`config.mk`:
```
export PLATFORM = sky130hd
export DESIGN_NAME = mux_rr_arbiter
export DESIGN_NICKNAME = d
export VERILOG_FILES = /design/src/rtl/mux_rr_arbiter.sv
export SDC_FILE = /design/constraint.sdc
export NUM_CORES = 1
export LEC_CHECK = 0
export ABC_AREA = 1
export CAP_MARGIN = 40
export CORE_MARGIN = 4
export CORE_UTILIZATION = 62
export CTS_BUF_LIST = sky130_fd_sc_hd__clkbuf_4
export DETAILED_ROUTE_END_ITERATION = 10
export PLACE_DENSITY = 0.95
export SYNTH_ARGS = -nofsm -noshare
export SYNTH_HDL_FRONTEND = slang
export SYNTH_SLANG_ARGS = --single-unit
```
`constraint.sdc`:
```
create_clock -name clk -period 5.3 [get_ports clk]
set_input_delay 1.06 -clock clk [delete_from_list [all_inputs] [get_ports clk]]
set_output_delay 1.06 -clock clk [all_outputs]
set_load 0.01 [all_outputs]
```
`src/rtl/mux_rr_arbiter.sv`:
```
// mux_rr_arbiter: round-robin arbiter that shares a 16:1 single-bit mux among 16 requesters
//
// Grants one requester at a time for a burst of up to MAX_BURST cycles. It drives the mux
// selector and captures the mux output as a tagged sample stream.
//
// Ports:
//   clk          - clock, rising edge
//   rst_n        - asynchronous active-low reset
//   req[15:0]    - request per requester (bit i requests mux input i)
//   mux_out      - combinational output of the mux addressed by sel
//   sel[3:0]     - registered mux selector
//   gnt[15:0]    - registered one-hot grant, zero when no grant is active
//   busy         - high while a grant is active (state GRANT)
//   sample_valid - one-cycle strobe qualifying sample_data / sample_src
//   sample_data  - captured mux_out
//   sample_src   - index of the requester whose bit was captured
module mux_rr_arbiter #(
   parameter int MAX_BURST = 4
) (
   input  logic        clk,
   input  logic        rst_n,
   input  logic [15:0] req,
   input  logic        mux_out,
   output logic [3:0]  sel,
   output logic [15:0] gnt,
   output logic        busy,
   output logic        sample_valid,
   output logic        sample_data,
   output logic [3:0]  sample_src
);

   localparam int CW = $clog2(MAX_BURST + 1);

   typedef enum logic [1:0] {IDLE, GRANT, GAP} state_t;

   state_t        state, state_nx;
   logic [3:0]    ptr, win;
   logic [CW-1:0] cnt;
   logic          take, done;

   // Scan downward in priority so the requester closest to ptr (offset 0) is assigned last and wins.
   always_comb begin
      win = ptr;
      for (int i = 15; i >= 0; i--)
         if (req[ptr + 4'(i)]) win = ptr + 4'(i);
   end

   // A dropped request ends the burst without a sample, even on the burst-limit cycle.
   assign take = (state == GRANT) && req[sel];
   assign done = !req[sel] || (cnt == CW'(MAX_BURST));
   assign busy = (state == GRANT);

   always_comb begin
      state_nx = state;
      state_nx = (state == IDLE)  ? (|req ? GRANT : IDLE) :
                 (state == GRANT) ? (done ? GAP : GRANT)  : IDLE;
   end

   always_ff @(posedge clk or negedge rst_n) begin
      if (!rst_n) state <= IDLE;
      else        state <= state_nx;
   end

   always_ff @(posedge clk or negedge rst_n) begin
      if (!rst_n) begin
         sel          <= '0;
         gnt          <= '0;
         ptr          <= '0;
         cnt          <= '0;
         sample_valid <= 1'b0;
         sample_data  <= 1'b0;
         sample_src   <= '0;
      end else begin
         sample_valid <= take;
         if (take) begin
            sample_data <= mux_out;
            sample_src  <= sel;
         end
         if (state == IDLE && |req) begin
            sel <= win;
            gnt <= 16'd1 << win;
            cnt <= CW'(1);
         end
         if (state == GRANT) begin
            if (done) begin
               gnt <= '0;
               ptr <= sel + 4'd1;
            end else begin
               cnt <= cnt + CW'(1);
            end
         end
      end
   end

endmodule

```
==> impl_metrics.csv, run 1 <==
group,metric,value,unit
floorplanning,rows,26,
layout,seqCellArea,876,µm²
synthesis,post_synth.cell_area_avg,6.07,µm²
placed_design,port_buffers,45,
synthesis,yosysTopAreaCell,"dfrtp_1",
status,status,"finished clean",
layout,nFillCells,401,
global_route,track_usage,0.351,
critical_path,r2r_end,"gnt[14]",
synthesis,seq_area_frac_synth,0.260,
run,cap_violations,0,
synthesis,yosysMostFrequentCell,"nand2_1",
layout,drive_gt1_frac,0.0738,
critical_path,worstPathMaxFanout,16,
synthesis,synth_warnings,0,
layout,area_growth,17.4,%
clocking,clk_latency,0.36,ns
route,routedWlPerCell,15.9,µm
synthesis,yosys-top-cells-area,"dfrtp_1 26%, nand2_1 22%, nand3_1 13%",
route,ant_nets,0,
critical_path,startpoint_type,"flop",
synthesis,synthSimpleGateAreaFrac,0.427,
clocking,numCtsBuffers,5,
synthesis,syn_nets,584,
synthesis,synthMuxAreaShare,0,
layout,multi_input_area,2150,µm²
critical_path,crit_start,"ptr[1]",
synthesis,synth_top_family_by_area,"simple AND/OR/NAND/NOR gates",
clocking,cts_tree,"built",
critical_path,reg2reg_slack,1.25,ns
placed_design,hpwl,7570,µm
timing,worstMarginPinSlew,0.935,ns
synthesis,synth_ff_type,"dfrtp_1",
timing,fmax,247,MHz
timing,setup_tns,0,ns
placed_design,gp_congestion,0.993,
floorplanning,core_area,5170,µm²
route,drtPass1Iterations,5,
worst_hold_path,hold_path_depth,2,
floorplanning,ios,46,
timing,drv_slew,0,
timing,hold_violations,0,
route,postRouteWirelength,10600,µm
synthesis,syn_inst,555,
synthesis,synth_edf_count,0,
worst_hold_path,min-delay-start,"sample_data",
critical_path,reg2reg_from,"ptr[1]",
clocking,clock_sinks,35,
worst_hold_path,min_path_type,"flop to flop",
synthesis,netlist_top_cells_count,"197 x nand2_1, 85 x nand3_1, 61 x inv_1, 40 x a21oi_1, 35 x dfrtp_1",
global_route,antenna_found_initial,0,
synthesis,ys_ff_latch,35,
clocking,root_buffer,"clkbuf_4",
route,vias_per_cell,5.95,
floorplanning,die-area,6680,µm²
synthesis,postSynth.asyncResetShare,1.00,
global_route,grt_overflow,0,
layout,nNetsFinal,624,
route,drt-initial-drc-count,428,
clocking,path_clk_slew,0.12,ns
synthesis,synth_top_area_share,0.260,
synthesis,synthAdderAreaFrac,0.0371,
critical_path,arrival,4.32,ns
synthesis,synth_xor_area_frac,0.0290,
global_route,grt_pass1_vias,3886,
route,drc,0,
timing,slew_headroom,0.373,
critical_path,reg2reg_depth,27,
clocking,h-tree-depth,2,
synthesis,synth_compound_area_frac,0.147,
clocking,post_cts_buffers,0,
synthesis,yosysUniqueCellTypes,33,
floorplanning,dieWidth,81.7,µm
timing,min_period,4.05,ns
floorplanning,start_util,0.651,
route,vias,3961,
layout,antennaDiodeCount,0,
global_route,grt_pass1_wl,18000,µm
critical_path,crit_required,5.57,ns
timing,min_period_over_period,0.764,
worst_hold_path,min_to,"sample_data",
floorplanning,die_h,81.7,µm
clocking,ctsResizeCount,0,
timing,finalSetupViolCount,0,
global_route,grt_max_degree,36,
clocking,cts_hold_repair.buffers,0,
clocking,cts_max_path_buffers,2,
timing,clock_skew,0.0146,ns
synthesis,syn_area,3370,µm²
timing,grt_setup_unrepaired,"false",
critical_path,critPathCaptureType,"flop",
critical_path,crit_type,"flop to flop",
-- placed cells by master, fill, tap and decap left out, types with 5 or more instances in the layout --
| cell | synthesis | routed |
|---|---|---|
| inv_2 | 5 | 5 |
| dfrtp_1 | 35 | 35 |
| nand2_2 | 12 | 12 |
| o21ai_0 | 32 | 32 |
| nand3_1 | 85 | 85 |
| xor2_1 | 7 | 7 |
| a21oi_1 | 40 | 40 |
| inv_1 | 61 | 61 |
| nand2_1 | 197 | 197 |
| clkbuf_4 | 0 | 5 |
| ha_1 | 10 | 10 |
| clkdlybuf4s50_1 | 0 | 45 |
| nor2_1 | 23 | 23 |
-- through the flow --
| step | hold slack (ns) | area, µm² | setup slack (ns) | std cells | utilization |
|---|---|---|---|---|---|
| finish | 0.503 | 3960 | 1.25 | 666 | 0.765 |
| global route | 0.540 | 3960 | 0.874 | 666 | 0.765 |
| CTS | 0.505 | 3960 | 1.32 | 666 | 0.765 |
| detailed placement | 0.476 | 3850 | 1.43 | 658 | 0.744 |
| global placement | 0.459 | 3850 | 1.58 | 658 | 0.744 |
| floorplan | 0.477 | 3370 | 2.29 | 555 | - |
-- layer usage --
layer | wire length (µm) | vias up | GRT usage | share of wire
met5 | 0 | - | 0 | 0
li1 | - | 1872 | - | -
met2 | 5080 | 249 | 0.589 | 0.48
met4 | 584 | 0 | 0.208 | 0.055
met3 | 920 | 69 | 0.0592 | 0.087
met1 | 4020 | 1771 | 0.422 | 0.38
-- cell families (layout without fill, tap and decap cells) --
family,count (synthesis),after routing
AOI/OAI and AO/OA,87,87
adders and majority gates,10,10
buffers and inverters,83,124
xor gates and xnor gates,9,9
and+or+nand+nor,331,331
DFF,35,35
-- registers in the layout (all words and copies together), names as in the netlist --
| register | flops |
|---|---|
| ptr | 4 |
| sample_data | 1 |
| gnt | 16 |
| cnt | 3 |
| sample_valid | 1 |
| sample_src | 4 |
| sel | 4 |
| state | 2 |
-- worst max path at each step --
stage               to  slack [ns]  depth (start not counted)
6_report       gnt[14]        1.25                         27
5_1_grt        gnt[14]        0.87                         26
4_1_cts        gnt[14]        1.32                         27
3_5_place_dp   gnt[14]        1.43                         27
3_3_place_gp    gnt[5]        1.58                         27
2_1_floorplan   gnt[5]        2.29                         30
-- worst max-delay path: stages (launching register included) --
cell      delay, ns
dfrtp_1        0.74
inv_1          0.13
ha_1           0.57
inv_1          0.33
nand3_1        0.22
nand3_1        0.09
nand2_1        0.12
nand2_1        0.09
nand2_1        0.06
o21bai_1       0.12
nand2_1        0.08
nand2_1        0.06
nand2_1        0.04
nand2_1        0.07
nand2_1        0.05
nand2_1        0.05
nand2_1        0.04
nand2_1        0.06
nand2_1        0.06
nand2_1        0.05
nand2_1        0.04
nand2_1        0.06
nand2_1        0.06
nand2_2        0.08
nand2_1        0.09
nor2_4         0.20
nand3_1        0.17
a21oi_1        0.19
-- area by class of cell --
cell class	count	area share
Clock buffer	5	0.00949
Clock inverter	3	0.0171
Inverter	67	0.0636
Multi-Input combinational cell	437	0.545
Sequential cell	35	0.221
Tap cell	70	0.0221
Timing Repair Buffer	49	0.121
Power of run 1 is not shown: default switching activity piles up to over one toggle a cycle in this logic, so the estimate is an artifact.
==> run 2: changes to the inputs <==
--- a/config.mk
+++ b/config.mk
@@ -8,10 +8,10 @@
 export ABC_AREA = 1
 export CAP_MARGIN = 40
 export CORE_MARGIN = 4
-export CORE_UTILIZATION = 62
+export CORE_UTILIZATION = 58
 export CTS_BUF_LIST = sky130_fd_sc_hd__clkbuf_4
 export DETAILED_ROUTE_END_ITERATION = 10
-export PLACE_DENSITY = 0.95
+export PLACE_DENSITY = 0.93
 export SYNTH_ARGS = -nofsm -noshare
 export SYNTH_HDL_FRONTEND = slang
 export SYNTH_SLANG_ARGS = --single-unit
==> constraint.sdc (replaced) <==
create_clock -name clk -period 3.8 [get_ports clk]
set_input_delay 0.76 -clock clk [delete_from_list [all_inputs] [get_ports clk]]
set_output_delay 0.76 -clock clk [all_outputs]
set_load 0.01 [all_outputs]
==> run 2 against run 1 <==
Clock skew fell by 0.0025 ns. Global-route usage down 7.5 points. Cell count up 2.0%. Setup slack got worse by 0.90 ns. First-iteration DRC count shrank 2.1%. Die area rose by 6.2%. Fmax grew 18%. Critical path type unchanged. Critical endpoint is now gnt[15].
==> impl_metrics.csv, run 2 (synthesis results as in run 1) <==
group,metric,value,unit
timing,worstMarginPinSlew,0.451,ns
timing,drv_slew,0,
critical_path,crit_start,"ptr[0]",
layout,nNetsFinal,635,
timing,slew_headroom,0.699,
route,ant_nets,0,
global_route,grt_pass1_vias,3666,
placed_design,port_buffers,45,
clocking,cts_max_path_buffers,2,
placed_design,gp_congestion,0.972,
timing,fmax,290,MHz
worst_hold_path,min-delay-start,"sample_data",
layout,largest_reg_flops,16,
route,vias_per_cell,5.85,
timing,min_period,3.44,ns
layout,seqCellArea,877,µm²
route,drt-initial-drc-count,419,
critical_path,reg2reg_from,"ptr[0]",
layout,antennaDiodeCount,0,
timing,clock_skew,0.0121,ns
route,drc,0,
timing,hold_violations,0,
route,postRouteWirelength,9980,µm
layout,multi_input_area,2160,µm²
placed_design,dpl_worst_slack,0.320,ns
floorplanning,core_area,5570,µm²
floorplanning,start_util,0.604,
critical_path,crit_path_frequent_cell,"nand2_1",
floorplanning,die-area,7090,µm²
layout,final_common_cell,"nand2_1",
layout,fin_cells,679,
critical_path,crit_type,"flop to flop",
clocking,root_buffer,"clkbuf_4",
critical_path,startpoint_type,"flop",
global_route,grt_max_degree,36,
critical_path,critPathCaptureType,"flop",
timing,grt_setup_unrepaired,"false",
worst_hold_path,min_path_type,"flop to flop",
critical_path,slowest_stage,"dfrtp_2",
global_route,grt_overflow,0,
layout,area_growth,18.7,%
clocking,h-tree-depth,2,
timing,setup_tns,0,ns
run,cap_violations,0,
critical_path,crit_required,4.06,ns
route,drtPass1Iterations,6,
timing,min_period_over_period,0.907,
global_route,antenna_found_initial,0,
clocking,cts_hold_repair.buffers,0,
floorplanning,dieWidth,84.2,µm
floorplanning,rows,27,
status,status,"finished clean",
timing,fin_ws,0.355,ns
layout,drive_gt1_frac,0.0923,
layout,nFillCells,446,
floorplanning,ios,46,
critical_path,max_stage_delay,0.50,ns
clocking,path_clk_slew,0.10,ns
clocking,clock_sinks,35,
placed_design,hpwl,7550,µm
clocking,clk_latency,0.34,ns
global_route,track_usage,0.276,
placed_design,dp_cells,668,
global_route,grt_pass1_wl,16400,µm
timing,finalSetupViolCount,0,
critical_path,reg2reg_slack,0.36,ns
clocking,numCtsBuffers,5,
critical_path,worstPathMaxFanout,19,
floorplanning,die_h,84.2,µm
layout,layout_common_cells,"197 x nand2_1, 85 x nand3_1, 60 x inv_1",
critical_path,arrival,3.70,ns
route,routedWlPerCell,14.7,µm
clocking,cts_tree,"built",
route,vias,3972,
layout,largest-register,"gnt",
run 2: area by class of cell:
type                       count  area share
clock inverter                 3     0.00376
inverter                      67      0.0645
clock buffer                   5     0.00939
timing repair inverter         1     0.00188
sequential                    35       0.219
tap                           72      0.0225
timing repair buffer          59       0.139
multi-input combinational    437       0.540
run 2: worst paths after layout:
kind,endpoint,cells past startpoint
setup / recovery,gnt[15],27
hold / removal,sample_data,2
setup reg to reg,gnt[15],27
hold reg to reg,sample_data,2
max in group asynchronous,ptr[0],2
min in group asynchronous,gnt[4],2
run 2: metal layers:
layer | GRT usage | wire [µm] | vias up | share of wire
li1 | - | - | 1897 | -
met2 | 0.467 | 4820 | 226 | 0.48
met3 | 0.0422 | 736 | 46 | 0.074
met5 | 0 | 0 | - | 0
met1 | 0.349 | 4080 | 1803 | 0.41
met4 | 0.118 | 345 | 0 | 0.035
run 2: critical path: cells and delay by family, from the launching register on:
kind                       cells  cell delay [ns]
AOI/OAI and AO/OA              2             0.31
adders and majority gates      1             0.43
buffers and inverters          2             0.35
DFF                            1             0.50
and+or+nand+nor               22             1.79
run 2: per-stage QoR:
| stage | utilization | hold slack (ns) | area (µm²) |
|---|---|---|---|
| 3_3_place_gp | 0.702 | 0.457 | 3910 |
| 4_1_cts | 0.711 | 0.503 | 3970 |
| 2_1_floorplan | - | 0.464 | 3370 |
| 3_5_place_dp | 0.702 | 0.476 | 3910 |
| 6_report | 0.717 | 0.496 | 4000 |
| 5_1_grt | 0.717 | 0.544 | 4000 |
run 2: repair_timing:
item,in CTS,in global routing
setup buffers,0,2
setup endpoints to repair,0,17
gates resized for setup,0,6
endpoints found under the hold margin,0,0
Power of run 2 is left out for the same reason.
